`config.mk`:
```
export PLATFORM = sky130hd
export DESIGN_NAME = store_buffer
export DESIGN_NICKNAME = d
export VERILOG_FILES = /design/src/rtl/store_buffer_pkg.sv /design/src/rtl/sb_match.sv /design/src/rtl/store_buffer.sv
export SDC_FILE = /design/constraint.sdc
export NUM_CORES = 1
export LEC_CHECK = 0
export BUFFER_PORTS_ARGS = -buffer_cell sky130_fd_sc_hd__buf_2
export CAP_MARGIN = 20
export CORE_MARGIN = 2
export CORE_UTILIZATION = 40
export CTS_BUF_LIST = sky130_fd_sc_hd__clkbuf_8
export DETAILED_ROUTE_END_ITERATION = 12
export PLACE_DENSITY = 0.58
export RECOVER_POWER = 25
export SLEW_MARGIN = 20
export SYNTH_ARGS = -nofsm -noshare
export SYNTH_HDL_FRONTEND = slang
export SYNTH_HIERARCHICAL = 1
export SYNTH_SLANG_ARGS = --single-unit
```
`constraint.sdc`:
```
create_clock -name clk -period 6.4 [get_ports clk]
set_input_delay 1.28 -clock clk [delete_from_list [all_inputs] [get_ports clk]]
set_output_delay 1.28 -clock clk [all_outputs]
set_load 0.03 [all_outputs]
```
`src/rtl/store_buffer_pkg.sv`:
```
// Shared defaults and entry record for the core-side store buffer.
package store_buffer_pkg;

    localparam int unsigned SB_DEPTH = 4;
    localparam int unsigned SB_AW    = 32;
    localparam int unsigned SB_DW    = 32;

    typedef struct packed {
        logic [SB_AW-1:0] addr;
        logic [SB_DW-1:0] data;
    } sb_entry_t;

endpackage

```
`src/rtl/sb_match.sv`:
```
// Youngest-match search of a load address over the pending store entries.
module sb_match #(
    parameter int unsigned DEPTH = 4,
    parameter int unsigned AW    = 32
) (
    input  logic [DEPTH-1:0]         valid,
    input  logic [AW-1:0]            addr [DEPTH],
    input  logic [$clog2(DEPTH)-1:0] head,
    input  logic [AW-1:0]            key,
    output logic                     hit,
    output logic [$clog2(DEPTH)-1:0] hit_idx
);

    localparam int unsigned PW = $clog2(DEPTH);

    logic [PW-1:0] idx;

    // Walk oldest to youngest from head; the last match seen is the youngest.
    always_comb begin
        hit     = 1'b0;
        hit_idx = '0;
        idx     = '0;
        for (int unsigned k = 0; k < DEPTH; k++) begin
            idx = head + PW'(k);
            if (valid[idx] && (addr[idx] == key)) begin
                hit     = 1'b1;
                hit_idx = idx;
            end
        end
    end

endmodule

```
`src/rtl/store_buffer.sv`:
```
// Store buffer between core and data memory: queues stores, forwards to loads,
// and drains to memory in program order whenever the memory port is idle.
module store_buffer
    import store_buffer_pkg::*;
#(
    parameter int unsigned DEPTH = SB_DEPTH,
    parameter int unsigned AW    = SB_AW,
    parameter int unsigned DW    = SB_DW
) (
    input  logic          clk,
    input  logic          reset_s,
    input  logic [AW-1:0] data_addr,
    input  logic [DW-1:0] data_out,
    input  logic          data_read,
    input  logic          data_write,
    output logic [DW-1:0] data_in,
    output logic          stall,
    output logic [AW-1:0] mem_addr,
    output logic [DW-1:0] mem_wdata,
    output logic          mem_read,
    output logic          mem_write,
    input  logic [DW-1:0] mem_rdata,
    input  logic          mem_ready,
    output logic          buf_empty
);

    localparam int unsigned PW = $clog2(DEPTH);
    localparam int unsigned CW = PW + 1;

    sb_entry_t      ent_q [DEPTH];
    sb_entry_t      ent_d [DEPTH];
    logic [DEPTH-1:0] valid_q, valid_d;
    logic [PW-1:0]  head_q, head_d;
    logic [PW-1:0]  tail_q, tail_d;
    logic [CW-1:0]  count_q, count_d;

    logic [AW-1:0]  ent_addr [DEPTH];
    logic           hit;
    logic [PW-1:0]  hit_idx;

    logic           load_only;
    logic           load_miss;
    logic           load_issue;
    logic           drain;
    logic           enq;

    always_comb begin
        for (int unsigned i = 0; i < DEPTH; i++) begin
            ent_addr[i] = AW'(ent_q[i].addr);
        end
    end

    sb_match #(
        .DEPTH (DEPTH),
        .AW    (AW)
    ) u_match (
        .valid   (valid_q),
        .addr    (ent_addr),
        .head    (head_q),
        .key     (data_addr),
        .hit     (hit),
        .hit_idx (hit_idx)
    );

    // A load miss owns the memory port; draining only uses it when it is free.
    always_comb begin
        load_only  = data_read && !data_write;
        load_miss  = load_only && !hit;
        load_issue = load_miss && mem_ready;
        drain      = (count_q != '0) && mem_ready && !load_issue;
        enq        = data_write && ((count_q < CW'(DEPTH)) || drain);
    end

    // Core and memory side outputs; everything is forced quiet during reset.
    always_comb begin
        data_in   = '0;
        stall     = 1'b0;
        mem_addr  = '0;
        mem_wdata = '0;
        mem_read  = 1'b0;
        mem_write = 1'b0;
        buf_empty = (count_q == '0);
        if (reset_s) begin
            if (load_only && hit) begin
                data_in = DW'(ent_q[hit_idx].data);
            end else if (load_issue) begin
                data_in = mem_rdata;
            end
            stall     = (load_miss && !mem_ready) || (data_write && !enq);
            mem_read  = load_issue;
            mem_write = drain;
            if (load_issue) begin
                mem_addr = data_addr;
            end else if (drain) begin
                mem_addr  = AW'(ent_q[head_q].addr);
                mem_wdata = DW'(ent_q[head_q].data);
            end
        end else begin
            buf_empty = 1'b1;
        end
    end

    // Next-state: drain retires head before enqueue may reuse the same slot.
    always_comb begin
        ent_d   = ent_q;
        valid_d = valid_q;
        head_d  = head_q;
        tail_d  = tail_q;
        count_d = count_q;
        if (drain) begin
            valid_d[head_q] = 1'b0;
            head_d          = head_q + PW'(1);
        end
        if (enq) begin
            ent_d[tail_q].addr = SB_AW'(data_addr);
            ent_d[tail_q].data = SB_DW'(data_out);
            valid_d[tail_q]    = 1'b1;
            tail_d             = tail_q + PW'(1);
        end
        count_d = count_q + CW'(enq) - CW'(drain);
    end

    always_ff @(posedge clk or negedge reset_s) begin
        if (!reset_s) begin
            for (int unsigned i = 0; i < DEPTH; i++) begin
                ent_q[i] <= '0;
            end
            valid_q <= '0;
            head_q  <= '0;
            tail_q  <= '0;
            count_q <= '0;
        end else begin
            ent_q   <= ent_d;
            valid_q <= valid_d;
            head_q  <= head_d;
            tail_q  <= tail_d;
            count_q <= count_d;
        end
    end

endmodule

```
## Word-level counts from Yosys, hierarchy flattened

Index checks and enable logic that the tools add are counted.

| storage, ports and cells | value |
|---|---|
| flip-flop bits (word level) | 267 |
| input port bits | 101 |
| output and inout port bits | 100 |
| word-level logic and storage cells | 130 |

| cells by class | value |
|---|---|
| $add $sub $neg | 6 |
| order comparisons | 15 |
| eq/ne operators | 4 |
| mux-type cells | 59 |
| bitwise operators | 9 |
| reduce and logical (&&, ||, !) cells | 25 |

Operator list:

| operator | number |
|---|---|
| $mux 32 | 20 |
| $bwmux 256 | 2 |
| $bmux 32 s2 | 4 |
| $bmux 64 s2 | 2 |
| $demux 64 s2 | 2 |
| $mux 64 | 3 |
| $eq 32x32->1 | 4 |
| $ge 3x3->1 const B | 6 |
| $not 2->3 | 6 |
| $logic_and 1x1->1 | 16 |
| $lt 2x3->1 const B | 5 |
| $mux 1 | 14 |
| $bmux 1 s2 | 4 |
| $mux 2 | 4 |
| $mux 4 | 2 |
| $logic_not 1->1 | 5 |
| $add 2x1->2 const B | 2 |
| $add 2x2->2 const B | 2 |
| $and 4x4->4 | 1 |
| $demux 1 s2 | 2 |
| $ge 2x1->1 const B | 2 |
| $not 4->4 | 1 |
| $or 4x4->4 | 1 |
| $add 3x1->3 | 1 |
| 6 further kinds | 7 |

## Depth between registers and ports, before layout

| logic depth | value |
|---|---|
| depth after elaboration | 21 |
| depth in mapped cells | 23 |

## By module

Netlist, hierarchy kept.

Modules (own cells, without submodules):

| module | instances | cells each | area an instance (um^2) |
|---|---|---|---|
| store_buffer | 1 | 833 | 14166.1 |
| sb_match | 1 | 564 | 5106.1 |

## Worst setup path after synthesis

Ideal clock, no wire load.

| timing | value |
|---|---|
| path kind | input to output |
| start point | input port data_addr[29] |
| end point | output port data_in[13] |
| arrival | 4.357 ns |
| path slack | 0.763 ns |
| stages | 13 |
| path through | clkbuf_1 nand2b_1 a21oi_1 a221o_1 a2111oi_4 o211ai_2 nor4b_4 nor2_2 o2bb2ai_1 and4b_1 clkbuf_1 mux4_2 a22o_1 |

| on the way | value |
|---|---|
| longest elaborated chain between the ends | 12 |
| elaborated cells on any way between the ends | 27 |
| those cells by class | eq/ne: 4; mux: 14; bitwise: 1; reduce/logical: 8 |

Ends and longest elaborated chain:

| item | RTL line | source |
|---|---|---|
| start: declaration | store_buffer.sv:12 | `input logic [AW-1:0] data_addr,` |
| $eq 32x32->1 | sb_match.sv:25 | `if (valid[idx] && (addr[idx] == key)) begin` |
| $logic_and 1x1->1 | sb_match.sv:25 |  |
| $mux 2 (3 in series) | sb_match.sv:25 |  |
| $mux 2 * | sb_match.sv:25 |  |
| via hit_idx[1] | store_buffer.sv:39 | `logic [PW-1:0] hit_idx;` |
| $not 2->3 (implied by the code) * | store_buffer.sv:85 | `data_in = DW'(ent_q[hit_idx].data);` |
| $bmux 64 s2 * | store_buffer.sv:85 |  |
| $mux 32 (implied by the code) * (2 in series) | store_buffer.sv:85 |  |
| $mux 32 * | store_buffer.sv:84 | `if (load_only && hit) begin` |
| $mux 32 * | store_buffer.sv:83 | `if (reset_s) begin` |
| end: declaration | store_buffer.sv:16 | `output logic [DW-1:0] data_in,` |

The timed path passes the listed nets; every way through them passes the cells marked *. The select of a mux whose other input is x is not followed.

## Worst setup path after layout

| timing | value |
|---|---|
| start point | register head_q[1] |
| end point | output port data_in[17] |

| on the way | value |
|---|---|
| longest elaborated chain between the ends | 16 |
| elaborated cells on any way between the ends | 54 |
| those cells by class | add/sub: 3; eq/ne: 4; mux: 34; bitwise: 5; reduce/logical: 8 |

Ends and longest elaborated chain:

| item | RTL line | source |
|---|---|---|
| start: declaration | store_buffer.sv:33 | `logic [PW-1:0] head_q, head_d;` |
| start signal: assignment | store_buffer.sv:129 | `head_q <= '0;` |
| start signal: assignment | store_buffer.sv:135 | `head_q <= head_d;` |
| $add 2x1->2 or $not 2->3 (tied branches) | sb_match.sv:24, sb_match.sv:25 |  |
| $not 2->3 (implied by the code) or $bmux 32 s2 (tied branches) | sb_match.sv:25 |  |
| $bmux 32 s2 or $mux 32 (tied branches) | sb_match.sv:25 |  |
| $mux 32 (implied by the code) | sb_match.sv:25 |  |
| $mux 32 (implied by the code) or $eq 32x32->1 (tied branches) | sb_match.sv:25 |  |
| $eq 32x32->1 or $logic_and 1x1->1 (tied branches) | sb_match.sv:25 |  |
| $logic_and 1x1->1 or $mux 2 (tied branches) | sb_match.sv:25 |  |
| $mux 2 (2 in series) | sb_match.sv:25 |  |
| $mux 2 * | sb_match.sv:25 |  |
| via hit_idx[0] | store_buffer.sv:39 |  |
| $not 2->3 (implied by the code) * | store_buffer.sv:85 |  |
| $bmux 64 s2 * | store_buffer.sv:85 |  |
| $mux 32 (implied by the code) * (2 in series) | store_buffer.sv:85 |  |
| $mux 32 * | store_buffer.sv:84 |  |
| $mux 32 * | store_buffer.sv:83 |  |

Marked as above.

==> flow_metrics.env <==
export IMPL_synth_xor_area_share_pct=5.14
export IMPL_p_comb_share_pct=57.4
export IMPL_clock_sinks=267
export IMPL_tns_ps=0
export IMPL_finalSetupViolCount=0
export IMPL_core_um2=47600
export IMPL_die_width_um=224
export IMPL_detail_route_wl_per_cell_um=25.1
export IMPL_p_seq_share_pct=27.8
export IMPL_yosys_top_cells_count="267 x dfrtp_1, 196 x mux2_4, 148 x mux4_2"
export IMPL_start_kind="flop"
export IMPL_postSynthAreaPerCell_um2=13.8
export IMPL_hold_violations=0
export IMPL_synth_top_cell_area_share_pct=34.7
export IMPL_synth_main_ff_cell="dfrtp_1"
export IMPL_fp_dieArea_um2=50000
export IMPL_initial_core_util_pct=40.4
export IMPL_yosysUniqueCellTypes=70
export IMPL_num_rows=80
export IMPL_max_freq_mhz=160
export IMPL_placed_cell_area_um2=20700
export IMPL_critical_path_top_delay_family="compound AO/OA/AOI/OAI gates"
export IMPL_critical_path_max_fanout=25
export IMPL_max_cap_violations=1
export IMPL_clockBufferDepth=3
export IMPL_ctsHtreeMaxLevel=2
export IMPL_synth_compound_area_share_pct=6.95
export IMPL_ir_drop_mv=0.214
export IMPL_crit_buf_inv=5
export IMPL_gp_congestion=0.980
export IMPL_yosysTopAreaCell="dfrtp_1"
export IMPL_routed_wl_um=56500
export IMPL_power_frac_clock_pct=14.8
export IMPL_nNetsFinal=1707
export IMPL_yosys_area_share_adder_pct=0.753
export IMPL_yosysWarnings=6
export IMPL_internal_power_w=0.00759
export IMPL_synthMuxAreaShare_pct=42.5
export IMPL_netlist_instances=1397
export IMPL_grt_pass1_vias=13700
export IMPL_io_pins=201
export IMPL_num_vias=13300
export IMPL_grt_pass1_wl_um=87200
export IMPL_hold_buffers=0
export IMPL_synthesis_area_um2=19300
export IMPL_dp_worst_setup_slack_ps=441
export IMPL_portBuffers=200
export IMPL_switching_share_pct=40.3
export IMPL_synth_most_common_cell="dfrtp_1"
export IMPL_die_h_um=224
export IMPL_hold_path_class="reg2reg"
export IMPL_slowest_delay_ps=480
export IMPL_power_switching_w=0.00512
export IMPL_min_period_ps=6270
export IMPL_antenna_found_initial=8
export IMPL_fin_area_um2=22100
export IMPL_dr_pass1_iters=5
export IMPL_rsz0062_at_grt="no"
export IMPL_cp_slowest_cell="dfrtp_4"
export IMPL_postRouteAntennaNets=0
export IMPL_synth_edf_count=0
export IMPL_cts_root_buf="clkbuf_8"
export IMPL_synth_async_reset_ratio_pct=100
export IMPL_tightest_slew_ps=3020
export IMPL_insertion_delay_ps=670
export IMPL_grt_start_max_net_pins=116
export IMPL_numCtsBuffers=52
export IMPL_grt_ovfl_total=0
export IMPL_crit_arrival_ps=4990
export IMPL_crit_path_end_kind="output pin"
export IMPL_cellLeakagePower_nw=10.1
export IMPL_synthTopCellsByArea="dfrtp_1 35%, mux4_2 17%, mux2_4 15%"
export IMPL_whs_ps=519
export IMPL_p_total_w=0.0127
export IMPL_synth_top_family_by_area="multiplexers"
export IMPL_drv_slew=116
export IMPL_status="complete, but fails checks"
export IMPL_viasPerCell=5.90
export IMPL_area_delta_synth_final_pct=14.6
export IMPL_power_density_nw_per_um2=575
export IMPL_final_setup_skew_ps=27.4
export IMPL_seq_area_frac_synth_pct=34.7
export IMPL_worst_slack_ps=130
export IMPL_ys_ff_latch=267
export IMPL_path_clk_slew_ps=60
export IMPL_min_period_over_period_pct=98.0
export IMPL_violations="max-capacitance violations, max-slew violations"
export IMPL_drt_iter0_markers=866
export IMPL_cp_cell_sequence="buf_12 > buf_4 > buf_4 > mux2i_1 > mux2i_1 > xnor2_1 > nand4_1 > a211oi_1 > o2111ai_1 > nor2b_1 > o211ai_1 > o21ai_4 > buf_12 > mux4_2 > a22o_1 > buf_2"
export IMPL_syn_num_nets=1509
export IMPL_cts_tree="yes"
export IMPL_hpwl_um=38700
export IMPL_cp_required_ps=5120
export IMPL_maxSlewHeadroom_pct=-101
export IMPL_gr_usage_all_layers_pct=22.8
export IMPL_drive_above_1_share_pct=48.2
export IMPL_critical_path_class="reg2out"
export IMPL_drc=0
export IMPL_synthSimpleGateAreaFrac_pct=4.82
-- flip-flops by register name, summed over array words and instances (netlist names) --
signal,flops
head_q,2
ent_q,128
valid_q,4
tail_q,2
count_q,3
ent_addr,128
-- power groups by stage --
stage | Sequential [W] | Clock (W) | Combinational (W)
2_1_floorplan | 0.00318 | 0 | 0.00567
3_3_place_gp | 0.00357 | 0 | 0.00695
3_5_place_dp | 0.00361 | 0 | 0.00700
4_1_cts | 0.00351 | 0.00194 | 0.00727
5_1_grt | 0.00367 | 0.00202 | 0.00770
6_report | 0.00353 | 0.00188 | 0.00730
-- path summary, 6_finish.rpt --
| check | startpoint | end | slack (ps) | cells past startpoint |
|---|---|---|---|---|
| setup reg to reg | head_q[1]$_DFFE_PN0N_ | count_q[2]$_DFF_PN0_ | 1550 | 21 |
| min in group asynchronous | reset_s | ent_addr[126]$_DFFE_PN0P_ | 580 | 1 |
| max in group asynchronous | reset_s | ent_q[23]$_DFFE_PN0P_ | 2440 | 2 |
| hold reg to reg | count_q[0]$_DFF_PN0_ | count_q[0]$_DFF_PN0_ | 520 | 1 |
| hold / removal | count_q[0]$_DFF_PN0_ | count_q[0]$_DFF_PN0_ | 520 | 1 |
| setup / recovery | head_q[1]$_DFFE_PN0N_ | data_in[17] | 130 | 16 |
-- timing repair --
item,in CTS,in global routing
setup buffers,12,1
pin swaps,0,1
gates resized for setup,1,7
endpoints found under the setup margin,96,68
-- metrics by stage --
stage / instances / util [%]
floorplan: 1397 / -
global placement: 2143 / 43.5
detailed placement: 2143 / 43.5
CTS: 2250 / 46.3
global route: 2252 / 46.3
finish: 2255 / 46.4
-- kinds of logic after synthesis --
group | after synthesis
multiplexers | 525
XOR/XNOR | 113
flip-flops | 267
AND/OR/NAND/NOR | 157
buffers and inverters | 143
adder cells (fa/ha/maj) | 11
AO/OA/AOI/OAI | 181
-- routing by layer --
layer | vias up | wire length [µm] | track usage, %
li1 | 5787 | - | -
met1 | 6959 | 25300 | 32.0
met2 | 434 | 26000 | 35.4
met3 | 106 | 3550 | 4.65
met4 | 8 | 1610 | 7.53
met5 | - | 55 | 0
-- layout by cell type (no fill, tap or decap), drive strengths merged, types with 8 or more instances in the layout --
master    n
a21oi    22
a22o     65
a31oi    13
and2     35
buf     265
clkbuf   70
clkinv    9
dfrtp   267
ha       10
inv      36
mux2    270
mux2i   107
mux4    148
nand2    26
nand2b    8
nand3    11
nand4    12
nor2     22
nor3      8
nor4     15
o211ai    8
o21ai    31
o22ai     9
xnor2    74
xor2     39
-- cell type report --
class	count	area [µm²]
fill	4317	25600
antenna	4	10.0
inverter	21	81.3
sequential	267	6690
clock inverter	26	205
multi-input combinational	987	11700
tap	615	769
clock buffer	69	950
timing repair buffer	266	1710
No activity file was read; power rests on OpenSTA's default activity.
